$ cat src/rtl/lmmi_config_arbiter_if.sv
// lmmi_config_arbiter_if: fabric requester bus and LMMI hard-IP port of the config arbiter.
// slave = arbiter view, master = fabric/IP environment view.
interface lmmi_config_arbiter_if #(
    parameter int N_REQ    = 2,
    parameter int OFFSET_W = 7,
    parameter int DATA_W   = 8
);
    logic [N_REQ-1:0]          req_valid;
    logic [N_REQ-1:0]          req_ready;
    logic [N_REQ-1:0]          req_wr;
    logic [N_REQ*OFFSET_W-1:0] req_offset;
    logic [N_REQ*DATA_W-1:0]   req_wdata;
    logic [N_REQ-1:0]          rsp_valid;
    logic [DATA_W-1:0]         rsp_rdata;
    logic                      rsp_err;
    logic                      lmmi_request;
    logic                      lmmi_wr_rdn;
    logic [OFFSET_W-1:0]       lmmi_offset;
    logic [DATA_W-1:0]         lmmi_wdata;
    logic                      lmmi_ready;
    logic [DATA_W-1:0]         lmmi_rdata;
    logic                      lmmi_rdata_valid;
    logic                      init_done;
    logic                      init_err;

    modport slave (
        input  req_valid, req_wr, req_offset, req_wdata, lmmi_ready, lmmi_rdata, lmmi_rdata_valid,
        output req_ready, rsp_valid, rsp_rdata, rsp_err, lmmi_request, lmmi_wr_rdn, lmmi_offset,
               lmmi_wdata, init_done, init_err
    );

    modport master (
        output req_valid, req_wr, req_offset, req_wdata, lmmi_ready, lmmi_rdata, lmmi_rdata_valid,
        input  req_ready, rsp_valid, rsp_rdata, rsp_err, lmmi_request, lmmi_wr_rdn, lmmi_offset,
               lmmi_wdata, init_done, init_err
    );
endinterface

$ cat src/rtl/lmmi_config_arbiter.sv
// lmmi_config_arbiter: replays an init write table into an LMMI hard IP, then round-robin
// shares its config port between fabric requesters, one transaction at a time with timeout.
module lmmi_config_arbiter #(
    parameter int N_REQ    = 2,
    parameter int OFFSET_W = 7,
    parameter int DATA_W   = 8,
    parameter int INIT_LEN = 2,
    parameter logic [16*(OFFSET_W+DATA_W)-1:0] INIT_TABLE = '0,
    parameter int TIMEOUT  = 255
) (
    input logic                  clk,
    input logic                  resetn,
    lmmi_config_arbiter_if.slave bus
);
    localparam int EW = OFFSET_W + DATA_W;
    localparam logic [2:0] S_INIT  = 3'd0;
    localparam logic [2:0] S_IDLE  = 3'd1;
    localparam logic [2:0] S_ISSUE = 3'd2;
    localparam logic [2:0] S_WAIT  = 3'd3;
    localparam logic [2:0] S_RESP  = 3'd4;
    localparam logic [2:0] S_RST   = (INIT_LEN == 0) ? S_IDLE : S_INIT;
    localparam logic [3:0] LAST    = 4'(INIT_LEN - 1);
    localparam logic [7:0] TO      = 8'(TIMEOUT);
    localparam logic [7:0] TO_M1   = 8'(TIMEOUT - 1);
    localparam logic [N_REQ-1:0] ONE = {{(N_REQ-1){1'b0}}, 1'b1};

    logic [2:0]          r_state;
    logic                r_req;
    logic                r_wr;
    logic [OFFSET_W-1:0] r_off;
    logic [DATA_W-1:0]   r_wd;
    logic [3:0]          r_k;
    logic [7:0]          r_cnt;
    logic [1:0]          r_rr;
    logic [1:0]          r_g;
    logic [DATA_W-1:0]   r_rdata;
    logic                r_err;
    logic                r_done;
    logic                r_ierr;

    logic [N_REQ-1:0]    w_rot;
    logic                w_any;
    logic [1:0]          w_gnt;
    logic [1:0]          w_rr_nx;
    logic [3:0]          w_nk;
    logic [EW-1:0]       w_ent;
    logic [OFFSET_W-1:0] w_off;
    logic [DATA_W-1:0]   w_wd;
    logic                w_wr;

    // Rotate so bit 0 is rr_ptr; scanning downwards leaves the first hit at/after rr_ptr.
    always_comb begin
        w_rot = N_REQ'({bus.req_valid, bus.req_valid} >> r_rr);
        w_any = 1'b0;
        w_gnt = r_rr;
        for (int i = N_REQ - 1; i >= 0; i--) begin
            if (w_rot[i]) begin
                w_any = 1'b1;
                w_gnt = 2'((int'(r_rr) + i) % N_REQ);
            end
        end
    end

    assign w_rr_nx = (w_gnt == 2'(N_REQ - 1)) ? 2'd0 : w_gnt + 2'd1;
    assign w_off   = OFFSET_W'(bus.req_offset >> (int'(w_gnt) * OFFSET_W));
    assign w_wd    = DATA_W'(bus.req_wdata >> (int'(w_gnt) * DATA_W));
    assign w_wr    = 1'(bus.req_wr >> w_gnt);
    // The first init entry is loaded with the request still low, later ones on advance.
    assign w_nk    = r_req ? r_k + 4'd1 : r_k;
    assign w_ent   = EW'(INIT_TABLE >> (int'(w_nk) * EW));

    assign bus.req_ready    = (r_state == S_IDLE && w_any) ? ONE << w_gnt : '0;
    assign bus.rsp_valid    = (r_state == S_RESP) ? ONE << r_g : '0;
    assign bus.rsp_rdata    = r_rdata;
    assign bus.rsp_err      = r_err;
    assign bus.lmmi_request = r_req;
    assign bus.lmmi_wr_rdn  = r_wr;
    assign bus.lmmi_offset  = r_off;
    assign bus.lmmi_wdata   = r_wd;
    assign bus.init_done    = r_done;
    assign bus.init_err     = r_ierr;

    always_ff @(posedge clk or negedge resetn) begin
        if (!resetn) begin
            r_state <= S_RST;
            r_req   <= 1'b0;
            r_wr    <= 1'b0;
            r_off   <= '0;
            r_wd    <= '0;
            r_k     <= '0;
            r_cnt   <= '0;
            r_rr    <= '0;
            r_g     <= '0;
            r_rdata <= '0;
            r_err   <= 1'b0;
            r_done  <= 1'b0;
            r_ierr  <= 1'b0;
        end else begin
            case (r_state)
                S_INIT: begin
                    if (!r_req || bus.lmmi_ready || r_cnt == TO_M1) begin
                        if (r_req && !bus.lmmi_ready) r_ierr <= 1'b1;
                        if (r_req && r_k == LAST) begin
                            r_req   <= 1'b0;
                            r_done  <= 1'b1;
                            r_state <= S_IDLE;
                        end else begin
                            r_req          <= 1'b1;
                            r_wr           <= 1'b1;
                            {r_off, r_wd}  <= w_ent;
                            r_k            <= w_nk;
                            r_cnt          <= '0;
                        end
                    end else r_cnt <= r_cnt + 8'd1;
                end
                S_IDLE: begin
                    if (w_any) begin
                        r_state <= S_ISSUE;
                        r_req   <= 1'b1;
                        r_wr    <= w_wr;
                        r_off   <= w_off;
                        r_wd    <= w_wd;
                        r_g     <= w_gnt;
                        r_rr    <= w_rr_nx;
                        r_cnt   <= '0;
                        r_rdata <= '0;
                        r_err   <= 1'b0;
                    end
                end
                S_ISSUE: begin
                    // Request is dropped one cycle before the abort so a late ready cannot land.
                    if (r_cnt == TO) begin
                        r_err   <= 1'b1;
                        r_state <= S_RESP;
                    end else if (bus.lmmi_ready) begin
                        r_req <= 1'b0;
                        if (r_wr || bus.lmmi_rdata_valid) begin
                            if (!r_wr) r_rdata <= bus.lmmi_rdata;
                            r_state <= S_RESP;
                        end else r_state <= S_WAIT;
                    end else begin
                        r_cnt <= r_cnt + 8'd1;
                        if (r_cnt == TO_M1) r_req <= 1'b0;
                    end
                end
                S_WAIT: begin
                    if (bus.lmmi_rdata_valid) begin
                        r_rdata <= bus.lmmi_rdata;
                        r_state <= S_RESP;
                    end else if (r_cnt >= TO) begin
                        r_err   <= 1'b1;
                        r_state <= S_RESP;
                    end else r_cnt <= r_cnt + 8'd1;
                end
                S_RESP:  r_state <= S_IDLE;
                default: r_state <= S_IDLE;
            endcase
        end
    end
endmodule
$ cat src/flat_wrapper.sv
// flat-port wrapper written by rule: the top's interface ports become plain ports
module lmmi_config_arbiter_flat 
#(
    parameter int N_REQ    = 2,
    parameter int OFFSET_W = 7,
    parameter int DATA_W   = 8,
    parameter int INIT_LEN = 2,
    parameter logic [16*(OFFSET_W+DATA_W)-1:0] INIT_TABLE = '0,
    parameter int TIMEOUT  = 255
)
  (clk, resetn, bus_req_valid, bus_req_wr, bus_req_offset, bus_req_wdata, bus_lmmi_ready, bus_lmmi_rdata, bus_lmmi_rdata_valid, bus_req_ready, bus_rsp_valid, bus_rsp_rdata, bus_rsp_err, bus_lmmi_request, bus_lmmi_wr_rdn, bus_lmmi_offset, bus_lmmi_wdata, bus_init_done, bus_init_err);
  lmmi_config_arbiter_if #(.N_REQ(N_REQ), .OFFSET_W(OFFSET_W), .DATA_W(DATA_W)) bus_i ();
  input logic clk;
  input logic resetn;
  input wire logic [$bits(bus_i.req_valid)-1:0] bus_req_valid;
  input wire logic [$bits(bus_i.req_wr)-1:0] bus_req_wr;
  input wire logic [$bits(bus_i.req_offset)-1:0] bus_req_offset;
  input wire logic [$bits(bus_i.req_wdata)-1:0] bus_req_wdata;
  input wire logic [$bits(bus_i.lmmi_ready)-1:0] bus_lmmi_ready;
  input wire logic [$bits(bus_i.lmmi_rdata)-1:0] bus_lmmi_rdata;
  input wire logic [$bits(bus_i.lmmi_rdata_valid)-1:0] bus_lmmi_rdata_valid;
  output wire logic [$bits(bus_i.req_ready)-1:0] bus_req_ready;
  output wire logic [$bits(bus_i.rsp_valid)-1:0] bus_rsp_valid;
  output wire logic [$bits(bus_i.rsp_rdata)-1:0] bus_rsp_rdata;
  output wire logic [$bits(bus_i.rsp_err)-1:0] bus_rsp_err;
  output wire logic [$bits(bus_i.lmmi_request)-1:0] bus_lmmi_request;
  output wire logic [$bits(bus_i.lmmi_wr_rdn)-1:0] bus_lmmi_wr_rdn;
  output wire logic [$bits(bus_i.lmmi_offset)-1:0] bus_lmmi_offset;
  output wire logic [$bits(bus_i.lmmi_wdata)-1:0] bus_lmmi_wdata;
  output wire logic [$bits(bus_i.init_done)-1:0] bus_init_done;
  output wire logic [$bits(bus_i.init_err)-1:0] bus_init_err;
  assign bus_i.req_valid = bus_req_valid;
  assign bus_i.req_wr = bus_req_wr;
  assign bus_i.req_offset = bus_req_offset;
  assign bus_i.req_wdata = bus_req_wdata;
  assign bus_i.lmmi_ready = bus_lmmi_ready;
  assign bus_i.lmmi_rdata = bus_lmmi_rdata;
  assign bus_i.lmmi_rdata_valid = bus_lmmi_rdata_valid;
  assign bus_req_ready = bus_i.req_ready;
  assign bus_rsp_valid = bus_i.rsp_valid;
  assign bus_rsp_rdata = bus_i.rsp_rdata;
  assign bus_rsp_err = bus_i.rsp_err;
  assign bus_lmmi_request = bus_i.lmmi_request;
  assign bus_lmmi_wr_rdn = bus_i.lmmi_wr_rdn;
  assign bus_lmmi_offset = bus_i.lmmi_offset;
  assign bus_lmmi_wdata = bus_i.lmmi_wdata;
  assign bus_init_done = bus_i.init_done;
  assign bus_init_err = bus_i.init_err;
  lmmi_config_arbiter #(.N_REQ(N_REQ), .OFFSET_W(OFFSET_W), .DATA_W(DATA_W), .INIT_LEN(INIT_LEN), .INIT_TABLE(INIT_TABLE), .TIMEOUT(TIMEOUT)) u_core (.clk(clk), .resetn(resetn), .bus(bus_i));
endmodule
$ cat config.mk
export PLATFORM = sky130hd
export DESIGN_NAME = lmmi_config_arbiter_flat
export DESIGN_NICKNAME = d
export VERILOG_FILES = /design/src/rtl/lmmi_config_arbiter_if.sv /design/src/rtl/lmmi_config_arbiter.sv /design/src/flat_wrapper.sv
export SDC_FILE = /design/constraint.sdc
export NUM_CORES = 1
export LEC_CHECK = 0
export CORE_ASPECT_RATIO = 0.75
export CORE_MARGIN = 5
export CORE_UTILIZATION = 50
export CTS_CLUSTER_SIZE = 16
export DETAILED_ROUTE_END_ITERATION = 16
export GPL_ROUTABILITY_DRIVEN = 1
export PLACE_DENSITY = 0.85
export SYNTH_ARGS = -nofsm -noshare
export SYNTH_HDL_FRONTEND = slang
export SYNTH_SLANG_ARGS = --single-unit
$ cat constraint.sdc
create_clock -name clk -period 4.6 [get_ports clk]
set_input_delay 0.92 -clock clk [delete_from_list [all_inputs] [get_ports clk]]
set_output_delay 0.92 -clock clk [all_outputs]
set_load 0.01 [all_outputs]
== Word level (Yosys, flattened, before mapping) ==
Index checks and enable logic that the tools add are counted.
Word-level totals
  bits in registers: 47
  latch bits: 0
  RAM bits: 0
  memory bits (read-only): 0
  input port bits: 46
  output and inout bits: 32
  word-level logic and storage cells: 133
  memories kept: 0
Cells by class
  $add $sub $neg: 4
  $mul: 2
  divide/modulo/power cells: 0
  magnitude comparators: 1
  eq/ne operators: 26
  shifts and indexed selects: 7
  muxes and demuxes: 55
  bitwise logic cells: 2
  reduce and logical (&&, ||, !) cells: 23
Operators with widths (count)
  8-bit two-way mux: 15
  8-bit case mux with 4 select lines: 1
  1-bit by 32-bit >> shifter with 15-bit output, first input constant: 1
  14-bit by 32-bit >> shifter with 7-bit output: 1
  3-bit two-way mux: 8
  8-bit case mux with 3 select lines: 1
  7-bit two-way mux: 3
  8-bit == test, second input constant: 2
  2-bit != test, second input constant: 8
  8-bit case mux with 2 select lines: 1
  16-bit by 5-bit >> shifter with 8-bit output: 1
  1-bit two-way mux: 15
  5-bit AND reduction: 3
  7-bit case mux with 2 select lines: 1
  7-bit AND reduction: 2
  2-bit by 1-bit != test with 1-bit output, second input constant: 6
  3-bit case mux with 4 select lines: 1
  2-bit two-way mux: 5
  3-bit by 2-bit != test with 1-bit output, second input constant: 3
  3-bit AND reduction: 3
  8-bit by 1-bit adder with 8-bit output, second input constant: 1
  8-bit >= comparator, second input constant: 1
  4-bit by 4-bit multiplier with 8-bit output, second input constant: 1
  3-bit by 2-bit == test with 1-bit output, second input constant: 2
  26 further kinds: 34

== Longest topological paths before layout ==
Gate-level depths: netlist of the first run.
  word-level depth: 8
  gate-level depth with buffers: 8
  gate-level depth less buffers: 7

== Worst setup path before layout of the first run ==
No wires, ideal clock.
  kind: input to output
  start: input bus_req_valid[0]
  end: output bus_req_ready[0]
  arrival: 1.670 ns
  required time: 3.680 ns
  slack: 2.010 ns
  stages on the path: 4
  buffers on the path: 1
  cell sequence: a21boi_2 > o211ai_1 > clkbuf_1 > nor2_1
Between the ends
  longest elaborated chain between the ends: 5
  elaborated cells on any way between the ends: 8
  classes of those cells: shift: 2; mux: 5; reduce/logical: 1
RTL lines
  start, declared: RTL line flat_wrapper.sv:15  | input wire logic [$bits(bus_i.req_valid)-1:0] bus_req_valid;
  4-bit by 2-bit >> shifter with 2-bit output *: RTL line lmmi_config_arbiter.sv:53  | w_rot = N_REQ'({bus.req_valid, bus.req_valid} >> r_rr);
  2-bit two-way mux / 1-bit two-way mux (equally long branches) (2 in a row): RTL line lmmi_config_arbiter.sv:57  | if (w_rot[i]) begin
  1-bit by 2-bit << shifter with 2-bit output / 1-bit logical AND (equally long branches): RTL line lmmi_config_arbiter.sv:72  | assign bus.req_ready = (r_state == S_IDLE && w_any) ? ONE << w_gnt : '0;
  2-bit two-way mux *: RTL line lmmi_config_arbiter.sv:72
  end, declared: RTL line flat_wrapper.sv:22  | output wire logic [$bits(bus_i.req_ready)-1:0] bus_req_ready;
Every way passes the cells marked *; elsewhere a longest branch is shown, timed or not.

== Final worst setup path of the first run ==
  start: input bus_req_valid[0]
  end: output bus_req_ready[1]
The elaborated chain is that of the path after synthesis.

==> metrics, run 1 <==
Synth Register Bits=47; Synth warnings=0; Longest Clk Path Bufs=2; Final HPWL DP=4.41 mm; Final Cycle Share=0.834; worst hold path type=reg -> reg; cell count after synthesis=250; clock network latency to the later pin of the worst-skew pair=0.31 ns; FF-to-FF path depth=5; Placed Cells=380; fillers=376; H-tree depth=2; CTS resizes=0; input/output buffers=a little under 80; Crit Path Class=in -> out; Root Driver=clkbuf_8; via count=roughly 2100; share of cells above drive strength 1=0.0671; Initial Util=0.510; Slew @ Worst Pin=1.02 ns; routed vias/inst=between 5 and 6; LEAKAGE=1.48 nW; worst reg2reg setup slack=2.52 ns; maximum VDD drop=0.283 mV; outcome=completed; PwrDens=542 nW/um2; Final ANT Viol Nets=0; endpoint class of the critical path=output pin; EDFF count, synth=0; relative slew slack=0.317; RSZ-0062 raised after global routing=no; final wirelength=between 5 and 6 mm; Layout area overhead=36.6%; die width=91.2 um; achievable frequency=0.261 GHz; wire per inst=roughly 15 um; NumNets Final=377; GPL Wtd Cong=0.819; Mapped Area=2470 um2; Final Max Slew Viols=0; clk_skew=roughly 0.012 ns; CTS tree=built; initial DRC count=181; syn_nets=300; most common cell after layout, fill and taps aside=clkdlybuf4s50_1; sequential cell area fraction in the yosys report=0.476; setup violators final=0; max_cap viols=0; final hold slack=0.486 ns; critical path launch point type=input port; Die Y=between 70 and 80 um; vias in the first global route=2148; diodes inserted=0; Setup TNS=0 ns; Top FF cell, synth=dfrtp_1; Core Region=~4800 um2; first-pass GRT wire length=~10 mm; CTS buffer count=5; DRC viols=0; Synth Area per Inst=9.89 um2; antenna violations before repair=0; Worst R2R End=u_core.r_cnt[6]$_DFFE_PN0P_; worst flop-to-flop path startpoint=u_core.r_state[0]$_DFFE_PN0P_; Required @ worst endpoint=between 3 and 4 ns; CTS clk-pin slew, worst paths=0.09 ns; Row Count=22; Hold Fails Final Rpt=0; minimum clock period=about 3.8 ns; Arr. time, crit path=a little under 3 ns; die area=6470 um2; Ports=78; hold buffers post-CTS=0; GRT overflow=0; CTS sink count=47; Non-Filler Instances=388; dpl ws=0.802 ns; Setup crit end=bus_req_ready[1]; Post-CTS Setup Bufs=0; commonest cells after routing, fill and taps aside=clkdlybuf4s50_1, dfrtp_1, nand2_1; async set-reset flop share out of synthesis=1.00; total track usage=0.193; Pre-antenna DRT Iters=4; Final WS setup=0.763 ns; largest net degree at the start of global routing=48; distinct cell type count after synthesis=47; critical-path maximum fanout=4; Setup crit start=bus_req_valid[0]
==> flip-flops by register name, indices dropped and copies added, names as in the netlist <==
| name | count |
|---|---|
| u_core.bus.init_done | 1 |
| u_core.bus.rsp_err | 1 |
| u_core.r_k | 4 |
| u_core.bus.lmmi_wdata | 8 |
| u_core.bus.lmmi_offset | 7 |
| u_core.bus.lmmi_wr_rdn | 1 |
| u_core.r_g | 2 |
| u_core.r_state | 3 |
| u_core.bus.init_err | 1 |
| u_core.r_rr | 2 |
| u_core.r_cnt | 8 |
| u_core.bus.rsp_rdata | 8 |
| u_core.bus.lmmi_request | 1 |
==> critical path, stage by stage <==
cell and delay, ns:
clkdlybuf4s50_1 0.52, a21boi_2 0.22, o21ai_0 0.13, nor3_1 0.32, and2_1 0.24, clkdlybuf4s50_1 0.56
==> final cells by class <==
class | count | area [um2] | share of cell area
multi-input combinational | 173 | 1160 | 0.345
inverter | 19 | 71.3 | 0.0211
sequential | 47 | 1180 | 0.348
timing repair buffer | 81 | 796 | 0.236
tap | 60 | 75.1 | 0.0222
clock buffer | 7 | 86.3 | 0.0256
clock inverter | 1 | 8.76 | 0.00259
==> worst min path at each step <==
stage / startpoint / end / cells past startpoint
5_1_grt: u_core.bus.init_done$_DFFE_PN0P_ / u_core.bus.init_done$_DFFE_PN0P_ / 1
3_3_place_gp: u_core.r_k[3]$_DFFE_PN0P_ / u_core.r_k[3]$_DFFE_PN0P_ / 1
2_1_floorplan: u_core.r_k[3]$_DFFE_PN0P_ / u_core.r_k[3]$_DFFE_PN0P_ / 1
4_1_cts: u_core.bus.lmmi_offset[1]$_DFFE_PN0P_ / u_core.bus.lmmi_offset[1]$_DFFE_PN0P_ / 2
6_report: u_core.bus.lmmi_offset[1]$_DFFE_PN0P_ / u_core.bus.lmmi_offset[1]$_DFFE_PN0P_ / 2
3_5_place_dp: u_core.r_k[3]$_DFFE_PN0P_ / u_core.r_k[3]$_DFFE_PN0P_ / 1
==> power by group <==
group          internal [mW]  switching [mW]
Sequential             0.539           0.129
Combinational          0.432           0.465
Clock                  0.123           0.142
==> through the flow <==
step / util / cell area [um2] / total power [mW]
final: 0.697 / 3380 / 1.83
after global routing: 0.697 / 3380 / 1.97
after CTS: 0.697 / 3380 / 1.84
after detailed placement: 0.677 / 3280 / 1.57
after global placement: 0.677 / 3280 / 1.54
after floorplan: - / 2470 / 1.22
==> cells in the mapped netlist, types with 2 or more instances <==
cell | instances | share of area
clkbuf_1 | 2 | 0.0030
and2_1 | 3 | 0.0076
nand2_1 | 32 | 0.049
o31ai_1 | 5 | 0.015
nor2b_1 | 2 | 0.0051
a21oi_1 | 10 | 0.020
o21ai_0 | 25 | 0.051
mux2i_1 | 23 | 0.093
nand3_1 | 7 | 0.014
o22ai_1 | 4 | 0.010
nor2_1 | 10 | 0.015
nand2b_1 | 5 | 0.013
o21a_1 | 2 | 0.0061
nor3_1 | 4 | 0.0081
inv_1 | 19 | 0.029
a21boi_1 | 2 | 0.0061
or3_1 | 2 | 0.0051
nand4_1 | 4 | 0.010
a31o_2 | 2 | 0.0071
and3_1 | 2 | 0.0051
dfrtp_1 | 47 | 0.48
xnor2_1 | 3 | 0.011
nor4_1 | 2 | 0.0051
buf_2 | 7 | 0.014
ha_1 | 4 | 0.020
==> per-layer routing <==
metal / up-vias / share of wire / global-route usage
li1: 1039 / - / -
met1: 996 / 0.45 / 0.249
met2: 82 / 0.43 / 0.287
met3: 8 / 0.11 / 0.0850
met4: 0 / 0.014 / 0.0635
met5: - / 0 / 0.0303
==> cells by family (layout without fill, tap and decap cells) <==
kind of cell	after synthesis	after routing	synth area share
AO/OA/AOI/OAI	63	63	0.177
XOR/XNOR	4	4	0.0142
adder cells (fa/ha/maj)	4	4	0.0202
buffers and inverters	30	108	0.0536
flip-flops	47	47	0.476
multiplexers	24	24	0.0992
AND/OR/NAND/NOR	78	78	0.160
Power figures use the tool's default switching activity.
==> run 2, diff against run 1 <==
Settings changed: CORE_UTILIZATION 50 to 46, PLACE_DENSITY 0.85 to 0.79.
Clock period 4.6 ns to 3.85 ns, I/O delays scaled along.
==> run 2 against run 1 <==
  * Setup slack lost 0.45 ns
  * Worst hold slack lost 0.0077 ns
  * Utilization shrank 5.4 points
  * Die area grew 7.6%
  * First-iteration DRC count shrank 34%
==> metrics, run 2 (same netlist as run 1, synthesis figures left out) <==
Pre-antenna DRT Iters=4; GRT overflow=0; Design Power=approximately 2.2 mW; WHS Path Cells=1; Setup TNS=0 ns; first-pass GRT wire length=9.92 mm; M3 GR Usage=0.0727; routed vias/inst=5.22; area of placed instances=3300 um2; Placed Cells=395; endpoint class of the critical path=output pin; DRC viols=0; vias in the first global route=2146; Row Count=23; total track usage=0.180; Die Y=73.5 um; Core Region=5270 um2; FF-to-FF path depth=5; Final WS setup=0.316 ns; CTS buffer count=5; Crit path largest cell delay=0.56 ns; M2 GR Usage=0.283; CTS clk-pin slew, worst paths=0.08 ns; clock network latency to the later pin of the worst-skew pair=0.30 ns; die width=94.7 um; fin util=0.643; initial DRC count=120; Worst Hold Path EP=u_core.r_k[3]$_DFFE_PN0P_; Required @ worst endpoint=a little over 3 ns; Final ANT Viol Nets=0; critical path launch point type=input port; GPL Wtd Cong=0.843; Initial Util=0.469; via count=2100; most common cell after layout, fill and taps aside=clkdlybuf4s50_1; Slew @ Worst Pin=about 1.0 ns; PwrDens=~640 nW/um2; largest net degree at the start of global routing=48; Final HPWL DP=approximately 4.4 mm; met1 Track Usage GR=0.231; maximum VDD drop=0.270 mV; CP cell instances=clkdlybuf4s50_1, a21boi_2, o21ai_0, nor3_1, and2_1, clkdlybuf4s50_1; Ports=78; Arr. time, crit path=2.76 ns; Critical Path Most Common Cell=clkdlybuf4s50_1; Post-CTS Setup Bufs=0; worst hold path type=reg -> reg; slowest CP cell=clkdlybuf4s50_1; RSZ-0062 raised after global routing=no; setup violators final=0; final wirelength=5.80 mm; design area=roughly 3400 um2; worst flop-to-flop path startpoint=u_core.r_state[0]$_DFFE_PN0P_; commonest cells after routing, fill and taps aside=clkdlybuf4s50_1, dfrtp_1, nand2_1; CTS sink count=between 40 and 50; cell family with most CP delay=buffers and inverters; clk_skew=0.00358 ns; Longest Clk Path Bufs=2; dpl ws=about 0.36 ns; Root Driver=clkbuf_8; Crit Path Class=in -> out; Worst R2R End=u_core.r_cnt[5]$_DFFE_PN0P_; outcome=completed; NumNets Final=377; critical-path maximum fanout=4; input/output buffers=77; diodes inserted=0; max_cap viols=0; Hold Fails Final Rpt=0; achievable frequency=0.283 GHz; Layout area overhead=37.0%; relative slew slack=0.302; worst reg2reg setup slack=roughly 1.8 ns; Final Cycle Share=0.918; LEAKAGE=approximately 1.5 nW; wire per inst=14.4 um; CTS tree=built; hold path startpoint=u_core.r_k[3]$_DFFE_PN0P_; die area=6960 um2; Final Max Slew Viols=0; minimum clock period=3.53 ns; Non-Filler Instances=402; antenna violations before repair=0; final hold slack=0.478 ns; WP buf/inv=2; CTS resizes=0; hold buffers post-CTS=0; H-tree depth=2; share of cells above drive strength 1=0.0673; global route hottest layer=met2
[run 2: layout make-up]
cell class | count | area (um2)
clock buffer | 6 | 82.6
clock inverter | 1 | 5.00
fill | 439 | 1880
inverter | 19 | 71.3
multi-input combinational | 173 | 1160
sequential | 47 | 1180
tap | 75 | 93.8
timing repair buffer | 81 | 796
[run 2: how the worst max path moves through the flow]
| stage | startpoint | endpoint | slack [ns] | cells after the start |
|---|---|---|---|---|
| floorplan | bus_req_valid[0] | bus_req_ready[0] | 1.56 | 4 |
| global placement | bus_req_valid[0] | bus_req_ready[1] | 0.42 | 6 |
| CTS | bus_req_valid[0] | bus_req_ready[1] | 0.34 | 6 |
| finish | bus_req_valid[0] | bus_req_ready[1] | 0.32 | 6 |
| detailed placement | bus_req_valid[0] | bus_req_ready[1] | 0.36 | 6 |
| global route | bus_req_valid[0] | bus_req_ready[1] | 0.13 | 6 |
[run 2: metal layers]
metal,part of all wire,up-vias,wire [um]
met3,0.10,8,592
met2,0.45,85,2600
li1,-,1032,-
met4,0.011,0,66
met1,0.44,975,2550
met5,0,-,0
[run 2: where the power goes]
group / internal (mW) / switching, mW / total (mW) / leakage, nW
clock: 0.141 / 0.164 / 0.305 / 0.0470
combinational: 0.518 / 0.547 / 1.06 / 0.819
sequential: 0.644 / 0.153 / 0.797 / 0.609
total: 1.30 / 0.864 / 2.17 / 1.48
